[config.mk]
export PLATFORM = sky130hd
export DESIGN_NAME = mod_mult_operand_stage_flat
export DESIGN_NICKNAME = d
export VERILOG_FILES = /design/src/rtl/mod_mult_operand_stage_if.sv /design/src/rtl/mod_mult_operand_stage.sv /design/src/flat_wrapper.sv
export SDC_FILE = /design/constraint.sdc
export NUM_CORES = 1
export LEC_CHECK = 0
export BUFFER_PORTS_ARGS = -buffer_cell sky130_fd_sc_hd__buf_2
export CAP_MARGIN = 20
export CORE_ASPECT_RATIO = 1.25
export CORE_MARGIN = 2
export CORE_UTILIZATION = 35
export DETAILED_ROUTE_END_ITERATION = 16
export PLACE_DENSITY_LB_ADDON = 0.2
export SYNTH_ARGS = -nofsm -noshare
export SYNTH_HDL_FRONTEND = slang
export SYNTH_SLANG_ARGS = --single-unit
export TNS_END_PERCENT = 1
[constraint.sdc]
create_clock -name clk -period 7.81 [get_ports clk]
set_input_delay 0 -clock clk [delete_from_list [all_inputs] [get_ports clk]]
set_output_delay 0 -clock clk [all_outputs]
set_load 0.01 [all_outputs]
[src/rtl/mod_mult_operand_stage_if.sv]
// Ready/valid stream bundle used for the operand, modulus, product and divisor
// ports of the modular-multiply operand stage.
interface mod_mult_operand_stage_if #(
    parameter int W = 64
);
    logic [W-1:0] tdata;
    logic         tvalid;
    logic         tready;

    modport master (output tdata, output tvalid, input tready);
    modport slave  (input tdata, input tvalid, output tready);
endinterface

[src/rtl/mod_mult_operand_stage.sv]
// Radix-2 shift-add multiplier that feeds a*b and the latched modulus to the
// downstream modulo reducer as its dividend and divisor streams.
module mod_mult_operand_stage #(
    parameter int SIZE = 64
) (
    input  logic                            clk,
    input  logic                            rst,
    mod_mult_operand_stage_if.slave         op_a,
    mod_mult_operand_stage_if.slave         op_b,
    mod_mult_operand_stage_if.slave         modulus,
    mod_mult_operand_stage_if.master        product,
    mod_mult_operand_stage_if.master        divisor
);
    localparam int CNT_W = $clog2(SIZE) + 1;
    localparam logic [CNT_W-1:0] CNT_LAST = CNT_W'(SIZE - 1);

    typedef enum logic [1:0] {
        ST_IDLE = 2'd0,
        ST_MULT = 2'd1,
        ST_OUT  = 2'd2
    } state_t;

    state_t              state_q,  state_d;
    logic [2*SIZE-1:0]   acc_q,    acc_d;
    logic [2*SIZE-1:0]   mcand_q,  mcand_d;
    logic [SIZE-1:0]     mplier_q, mplier_d;
    logic [SIZE-1:0]     mod_q,    mod_d;
    logic [CNT_W-1:0]    cnt_q,    cnt_d;
    logic                pvalid_q, pvalid_d;
    logic                dvalid_q, dvalid_d;
    logic                accept_s;
    logic                in_ready_s;

    // Readies must fall the instant rst is asserted, not at the next edge.
    assign in_ready_s = (state_q == ST_IDLE) && rst;
    assign accept_s   = (state_q == ST_IDLE) && op_a.tvalid && op_b.tvalid && modulus.tvalid;

    assign op_a.tready    = in_ready_s;
    assign op_b.tready    = in_ready_s;
    assign modulus.tready = in_ready_s;
    assign product.tdata  = acc_q;
    assign product.tvalid = pvalid_q;
    assign divisor.tdata  = mod_q;
    assign divisor.tvalid = dvalid_q;

    // Next-state and datapath update for the accept / multiply / output sequence.
    always_comb begin
        state_d  = state_q;
        acc_d    = acc_q;
        mcand_d  = mcand_q;
        mplier_d = mplier_q;
        mod_d    = mod_q;
        cnt_d    = cnt_q;
        pvalid_d = pvalid_q;
        dvalid_d = dvalid_q;
        case (state_q)
            ST_IDLE: begin
                if (accept_s) begin
                    acc_d    = '0;
                    mcand_d  = {{SIZE{1'b0}}, op_a.tdata};
                    mplier_d = op_b.tdata;
                    mod_d    = modulus.tdata;
                    cnt_d    = '0;
                    state_d  = ST_MULT;
                end else begin
                    state_d  = ST_IDLE;
                end
            end
            ST_MULT: begin
                if (mplier_q[0]) begin
                    acc_d = acc_q + mcand_q;
                end else begin
                    acc_d = acc_q;
                end
                mcand_d  = {mcand_q[2*SIZE-2:0], 1'b0};
                mplier_d = {1'b0, mplier_q[SIZE-1:1]};
                cnt_d    = cnt_q + CNT_W'(1);
                // Fixed latency: no early exit even when the multiplier runs out of ones.
                if (cnt_q == CNT_LAST) begin
                    state_d  = ST_OUT;
                    pvalid_d = 1'b1;
                    dvalid_d = 1'b1;
                end else begin
                    state_d  = ST_MULT;
                end
            end
            ST_OUT: begin
                pvalid_d = pvalid_q && !product.tready;
                dvalid_d = dvalid_q && !divisor.tready;
                if (!pvalid_d && !dvalid_d) begin
                    state_d = ST_IDLE;
                end else begin
                    state_d = ST_OUT;
                end
            end
            default: begin
                state_d  = ST_IDLE;
                pvalid_d = 1'b0;
                dvalid_d = 1'b0;
            end
        endcase
    end

    // State and datapath registers; reset discards any in-flight operation.
    always_ff @(posedge clk or negedge rst) begin
        if (!rst) begin
            state_q  <= ST_IDLE;
            acc_q    <= '0;
            mcand_q  <= '0;
            mplier_q <= '0;
            mod_q    <= '0;
            cnt_q    <= '0;
            pvalid_q <= 1'b0;
            dvalid_q <= 1'b0;
        end else begin
            state_q  <= state_d;
            acc_q    <= acc_d;
            mcand_q  <= mcand_d;
            mplier_q <= mplier_d;
            mod_q    <= mod_d;
            cnt_q    <= cnt_d;
            pvalid_q <= pvalid_d;
            dvalid_q <= dvalid_d;
        end
    end
endmodule

[src/flat_wrapper.sv]
// flat-port wrapper written by rule: the top's interface ports become plain ports
module mod_mult_operand_stage_flat 
#(
    parameter int SIZE = 64
)
  (clk, rst, op_a_tdata, op_a_tvalid, op_a_tready, op_b_tdata, op_b_tvalid, op_b_tready, modulus_tdata, modulus_tvalid, modulus_tready, product_tdata, product_tvalid, product_tready, divisor_tdata, divisor_tvalid, divisor_tready);
  mod_mult_operand_stage_if #(.W(SIZE)) op_a_i ();
  mod_mult_operand_stage_if #(.W(SIZE)) op_b_i ();
  mod_mult_operand_stage_if #(.W(SIZE)) modulus_i ();
  mod_mult_operand_stage_if #(.W(2*SIZE)) product_i ();
  mod_mult_operand_stage_if #(.W(SIZE)) divisor_i ();
  input  logic clk;
  input  logic rst;
  input wire logic [$bits(op_a_i.tdata)-1:0] op_a_tdata;
  input wire logic [$bits(op_a_i.tvalid)-1:0] op_a_tvalid;
  output wire logic [$bits(op_a_i.tready)-1:0] op_a_tready;
  input wire logic [$bits(op_b_i.tdata)-1:0] op_b_tdata;
  input wire logic [$bits(op_b_i.tvalid)-1:0] op_b_tvalid;
  output wire logic [$bits(op_b_i.tready)-1:0] op_b_tready;
  input wire logic [$bits(modulus_i.tdata)-1:0] modulus_tdata;
  input wire logic [$bits(modulus_i.tvalid)-1:0] modulus_tvalid;
  output wire logic [$bits(modulus_i.tready)-1:0] modulus_tready;
  output wire logic [$bits(product_i.tdata)-1:0] product_tdata;
  output wire logic [$bits(product_i.tvalid)-1:0] product_tvalid;
  input wire logic [$bits(product_i.tready)-1:0] product_tready;
  output wire logic [$bits(divisor_i.tdata)-1:0] divisor_tdata;
  output wire logic [$bits(divisor_i.tvalid)-1:0] divisor_tvalid;
  input wire logic [$bits(divisor_i.tready)-1:0] divisor_tready;
  assign op_a_i.tdata = op_a_tdata;
  assign op_a_i.tvalid = op_a_tvalid;
  assign op_a_tready = op_a_i.tready;
  assign op_b_i.tdata = op_b_tdata;
  assign op_b_i.tvalid = op_b_tvalid;
  assign op_b_tready = op_b_i.tready;
  assign modulus_i.tdata = modulus_tdata;
  assign modulus_i.tvalid = modulus_tvalid;
  assign modulus_tready = modulus_i.tready;
  assign product_tdata = product_i.tdata;
  assign product_tvalid = product_i.tvalid;
  assign product_i.tready = product_tready;
  assign divisor_tdata = divisor_i.tdata;
  assign divisor_tvalid = divisor_i.tvalid;
  assign divisor_i.tready = divisor_tready;
  mod_mult_operand_stage #(.SIZE(SIZE)) u_core (.clk(clk), .rst(rst), .op_a(op_a_i), .op_b(op_b_i), .modulus(modulus_i), .product(product_i), .divisor(divisor_i));
endmodule
After elaboration in Yosys (flattened, before gate mapping)
Cells that the tools add are included.

word-level totals
  register bits = 395
  output and inout bits = 197

operators by class
  add/subtract/negate cells = 2
  eq/ne operators = 6
  multiplexer cells = 16
  bitwise logic cells = 1
  reduce and logical (&&, ||, !) cells = 17

operator list
  operator             count
  $pmux 128 s2         2
  $mux 128             3
  $add 128x128->128    1
  $pmux 64 s2          1
  $mux 64              1
  $pmux 7 s2           1
  $add 7x1->7 const B  1
  $eq 7x6->1 const B   1
  $logic_and 1x1->1    7
  $mux 7               1
  $ne 2x1->1 const B   3
  $pmux 1 s3           2
  $pmux 2 s3           1
  $reduce_and 2->1     3
  $logic_not 1->1      4
  $mux 2               2
  $reduce_and 3->1     1
  $eq 2x1->1 const B   1
  $eq 2x2->1 const B   1
  $logic_not 2->1      1
  $mux 1               2
  $reduce_bool 2->1    1
  $not 1->1            1

Logic depth before layout (Yosys ltp)
  depth in word-level cells = 6
  depth in mapped cells = 15

Worst setup path after synthesis
Ideal clock, no wire load.

  path type = register -> register
  from = register u_core.acc_q[0] (netlist: u_core.product.tdata[0])
  to = register u_core.acc_q[88] (netlist: u_core.product.tdata[88])
  library setup time = 0.122 ns
  arrival = 3.275 ns
  slack = 4.414 ns
  cell stages (with the launch flop) = 14
  clock period less this slack = 3.396 ns
  cells stage by stage = dfrtp_1 -> ha_1 -> inv_1 -> fa_1 -> nand2b_1 -> a21oi_2 -> o2111ai_2 -> a2111oi_4 -> o211ai_2 -> a211oi_2 -> o21bai_2 -> a2111oi_4 -> o21ai_1 -> a32o_1

between the ends
  longest elaborated chain between the ends = 3

RTL lines
  item                    RTL line                       text
  from (decl)             mod_mult_operand_stage.sv:24   logic [2*SIZE-1:0] acc_q, acc_d;
  from (signal assigned)  mod_mult_operand_stage.sv:108  acc_q <= '0;
  from (signal assigned)  mod_mult_operand_stage.sv:117  acc_q <= acc_d;
  $add 128x128->128       mod_mult_operand_stage.sv:71   acc_d = acc_q + mcand_q;
  $mux 128                mod_mult_operand_stage.sv:70   if (mplier_q[0]) begin
  $pmux 128 s2            mod_mult_operand_stage.sv:56   case (state_q)

Every way passes these cells. The select of a mux whose other input is x is not followed.
A chain may end at the register's enable or synchronous reset.

Worst setup path in the final report
  from = register u_core.mcand_q[0]
  to = register u_core.acc_q[96] (netlist: u_core.product.tdata[96])

between the ends
  longest elaborated chain between the ends = 3

RTL lines
  item                    RTL line                       text
  from (decl)             mod_mult_operand_stage.sv:25   logic [2*SIZE-1:0] mcand_q, mcand_d;
  from (signal assigned)  mod_mult_operand_stage.sv:118  mcand_q <= mcand_d;
  $add 128x128->128       mod_mult_operand_stage.sv:71
  $mux 128                mod_mult_operand_stage.sv:70
  $pmux 128 s2            mod_mult_operand_stage.sv:56

Every way passes these cells. The select of a mux whose other input is x is not followed.

==> results.md <==
* DRC viols at 0
* Post-DRT Antenna Nets at 0
* Final wirelength at 83600 µm
* PD cells at 148 nW/µm²
* Main combinational cell family by area after synthesis: compound AO/OA/AOI/OAI gates
* Hold Vio Cnt, Final at 0
* Max Root-Sink Buffers at 3
* Post-Synth Simple-Gate Area at 16.7%
* Reg2reg path depth at 14
* Seq pwr share at 45.1%
* Routed len/inst at 19.5 µm
* Vias in the first global route at 22900
* Worst EP required at 8270 ps
* RSZ-0062 raised after global routing: no
* Sequential fraction of the synthesis area at 40.5%
* Cts bufs inserted at 46
* Row cnt at 108
* Yosys top cell area share at 40.5%
* Number of synthesized flops with an enable pin at 0
* Post-route minimum period at 4090 ps
* CTS tree: done
* Hold Crit Class: in -> async
* Flops & latches, synth at 395
* Die area at 71800 µm²
* Gate count of the mapped netlist at 2814
* Global route overflow at 0
* GPL Wtd Cong at 0.956
* Fmax at 244 MHz
* Kind of critical path: reg -> reg
* Clock sinks at 395
* Nets@finish at 3640
* Fin. max-slew vios at 0
* Placeable core area at 69200 µm²
* Worst R2R Setup Slack at 3720 ps
* Synth top area cells: dfrtp_1 41%, nand2_1 8.5%, o21ai_0 7.0%, ha_1 6.8%, mux2i_1 5.3%
* Sw Pwr at 1.03 mW
* Initial DRC count at 1279
* Synth Area in Compound Gates at 19.9%
* Die X at 240 µm
* Reg clk slew, reported paths at 60 ps
* First-pass GRT wire length at 131000 µm
* Synth warn at 0
* Initial antenna violation count at 4
* Total power at 4.54 mW
* Multiplexer share of the synthesized area at 8.25%
* IO buf count at 395
* Synth Area in XOR/XNOR at 4.31%
* Arr. time, crit path at 4550 ps
* Combinational Power Share at 3.9%
* Distinct cells, synth at 80
* DP HPWL at 61800 µm
* Clock share of power at 51.0%
* Initial Util at 35.3%
* Vias per cell at 5.25
* Worst Clk Skew at 16.6 ps
* Slew @ Worst Pin at 1080 ps
* GRT Overall Usage at 23.0%
* DR vias at 22500
* Switching share of power at 22.6%
* Syn nets at 3146
* CTS root buf: clkbuf_16
* Worst IR Drop VDD at 0.000143 V
* Critical Path End Type: flop
* Synth Cell Area at 24400 µm²
* I/O pins at 396
* Internal power at 3.51 mW
* Startpoint types: flop
* Relative slew slack at 27.8%
* Area grow syn2layout at 25.9%
* 1st-pass router iterations at 7
* Die height at 299 µm
* Endpoints failing setup at 0
* Crit Path Max Fanout at 5
* Post-synth top flop: dfrtp_1
* H-Tree Depth at 2
* Post-Synth Adder-Cell Area at 6.85%
* Ys async rst share at 100%
* Share of layout cells above drive strength 1 at 17.6%
* Final setup TNS at 0 ps
* Fin crit share at 52.4%
* Clk Latency, worst-skew pair at 600 ps
* Area leader, netlist: dfrtp_1
* Maxcap violations at 0
* Status: finished, final reports clean
* Mean Syn Cell Area at 8.67 µm²
* Leakage at 15.4 nW
* Pin count of the biggest net entering global routing at 197
* Post-CTS Setup Bufs at 0
## path summary, 6_finish.rpt
kind | from | endpoint
min | rst | u_core.mcand_q[79]
max in group asynchronous | rst | u_core.product.tdata[10]
max | u_core.mcand_q[0] | u_core.product.tdata[96]
min reg2reg | u_core.mplier_q[50] | u_core.mplier_q[50]
min in group clk | modulus_tdata[61] | u_core.divisor.tdata[61]
max reg2reg | u_core.mcand_q[0] | u_core.product.tdata[96]
## metrics by stage
step,util [%],instance area [µm²],instances,setup slack [ps],hold WS (ps)
floorplan,-,24400,2814,4410,-296
global route,44.4,30700,4280,3490,79.7
finish,44.4,30700,4281,3720,33.2
CTS,44.3,30700,4279,3650,52.0
global placement,39.2,27100,3999,3770,89.0
detailed placement,39.2,27100,3999,3670,86.7
## layer usage
layer	routed length [µm]	GRT usage, %	up-vias
met3	4690	4.44	152
met5	51	0	-
met1	34400	28.2	10700
li1	-	-	11000
met4	2710	7.16	8
met2	41700	40.5	633
## cells in the final DEF (no fill, tap or decap), types with 15 or more instances in the layout
cell type,Yosys,layout
nor2_1,132,132
a21oi_1,212,212
clkbuf_16,0,46
nand3_1,87,86
o21bai_1,35,35
nand4_1,69,69
dlygate4sd3_1,0,195
mux2_2,64,64
ha_1,132,131
nand2_1,553,553
a31oi_1,22,22
buf_2,13,394
o21ai_1,28,28
o21ai_0,341,339
dfrtp_1,395,395
xor2_1,51,51
nor3_1,33,33
xnor2_1,69,69
buf_4,2,15
inv_1,56,56
a21o_1,51,51
mux2i_1,129,129
## critical path, cell delays in order (launching register included)
cell and delay [ps]:
dfrtp_1 370, ha_1 180, inv_1 60, fa_1 380, nand2b_1 210, a21oi_2 220
o2111ai_2 230, a2111oi_4 490, o211ai_2 160, a211oi_2 580, o21bai_2 170, a2111oi_4 530
o21ai_2 100, mux2i_1 160, o311ai_1 110
## what timing repair did
action                                 4_1_cts  5_1_grt
resized for setup                            0        0
hold buffers                               195        0
endpoints found under the hold margin      278        0
## Yosys cell counts (all sizes together) (3+ instances only)
master   instances
nand2          553
dfrtp          395
o21ai          372
a21oi          215
clkbuf         143
ha             132
nor2           132
mux2i          129
nand3           88
nand4           70
xnor2           69
mux2            64
inv             56
a21o            51
xor2            51
o21bai          36
nor3            33
a31oi           23
buf             18
nand2b          12
o211ai          12
o21a            11
or3             11
a221oi          10
o31ai           10
a211oi           9
a22o             9
nor4             9
a21boi           8
and2             8
nor2b            8
o221ai           8
and3             7
or2              6
a2111oi          5
a31o             4
o41ai            4
a32o             3
o311ai           3
## registers in the layout, summed over array words and instances (netlist names)
name	count
u_core.mplier_q	64
u_core.divisor.tdata	64
u_core.product.tvalid	1
u_core.divisor.tvalid	1
u_core.mcand_q	128
u_core.state_q	2
u_core.cnt_q	7
u_core.product.tdata	128
## layout make-up
type                    instances  area, µm²
inverters                      56        210
clock buffers                  64       1290
repair buffers                607       4100
clock inverters                21        317
well taps                     935       1170
diodes                          1       2.50
multi-input cells            2202      13700
fillers                      6948      38500
flip-flops and latches        395       9880
## power groups by stage
stage	logic, mW	registers, mW	clock network [mW]
finish	0.177	2.05	2.32
global route	0.195	2.05	2.46
CTS	0.180	2.05	2.38
detailed placement	0.101	2.08	0
global placement	0.101	2.08	0
floorplan	0.00236	2.08	0
## kinds of logic (layout without fill, tap and decap cells)
group,Yosys count,after routing
AOI/OAI and AO/OA,813,813
DFF,395,395
other,0,1
and+or+nand+nor,943,943
xor gates and xnor gates,120,120
adders and majority gates,133,133
muxes,193,193
buffers and inverters,217,748
(Power assumes the default switching activity.)
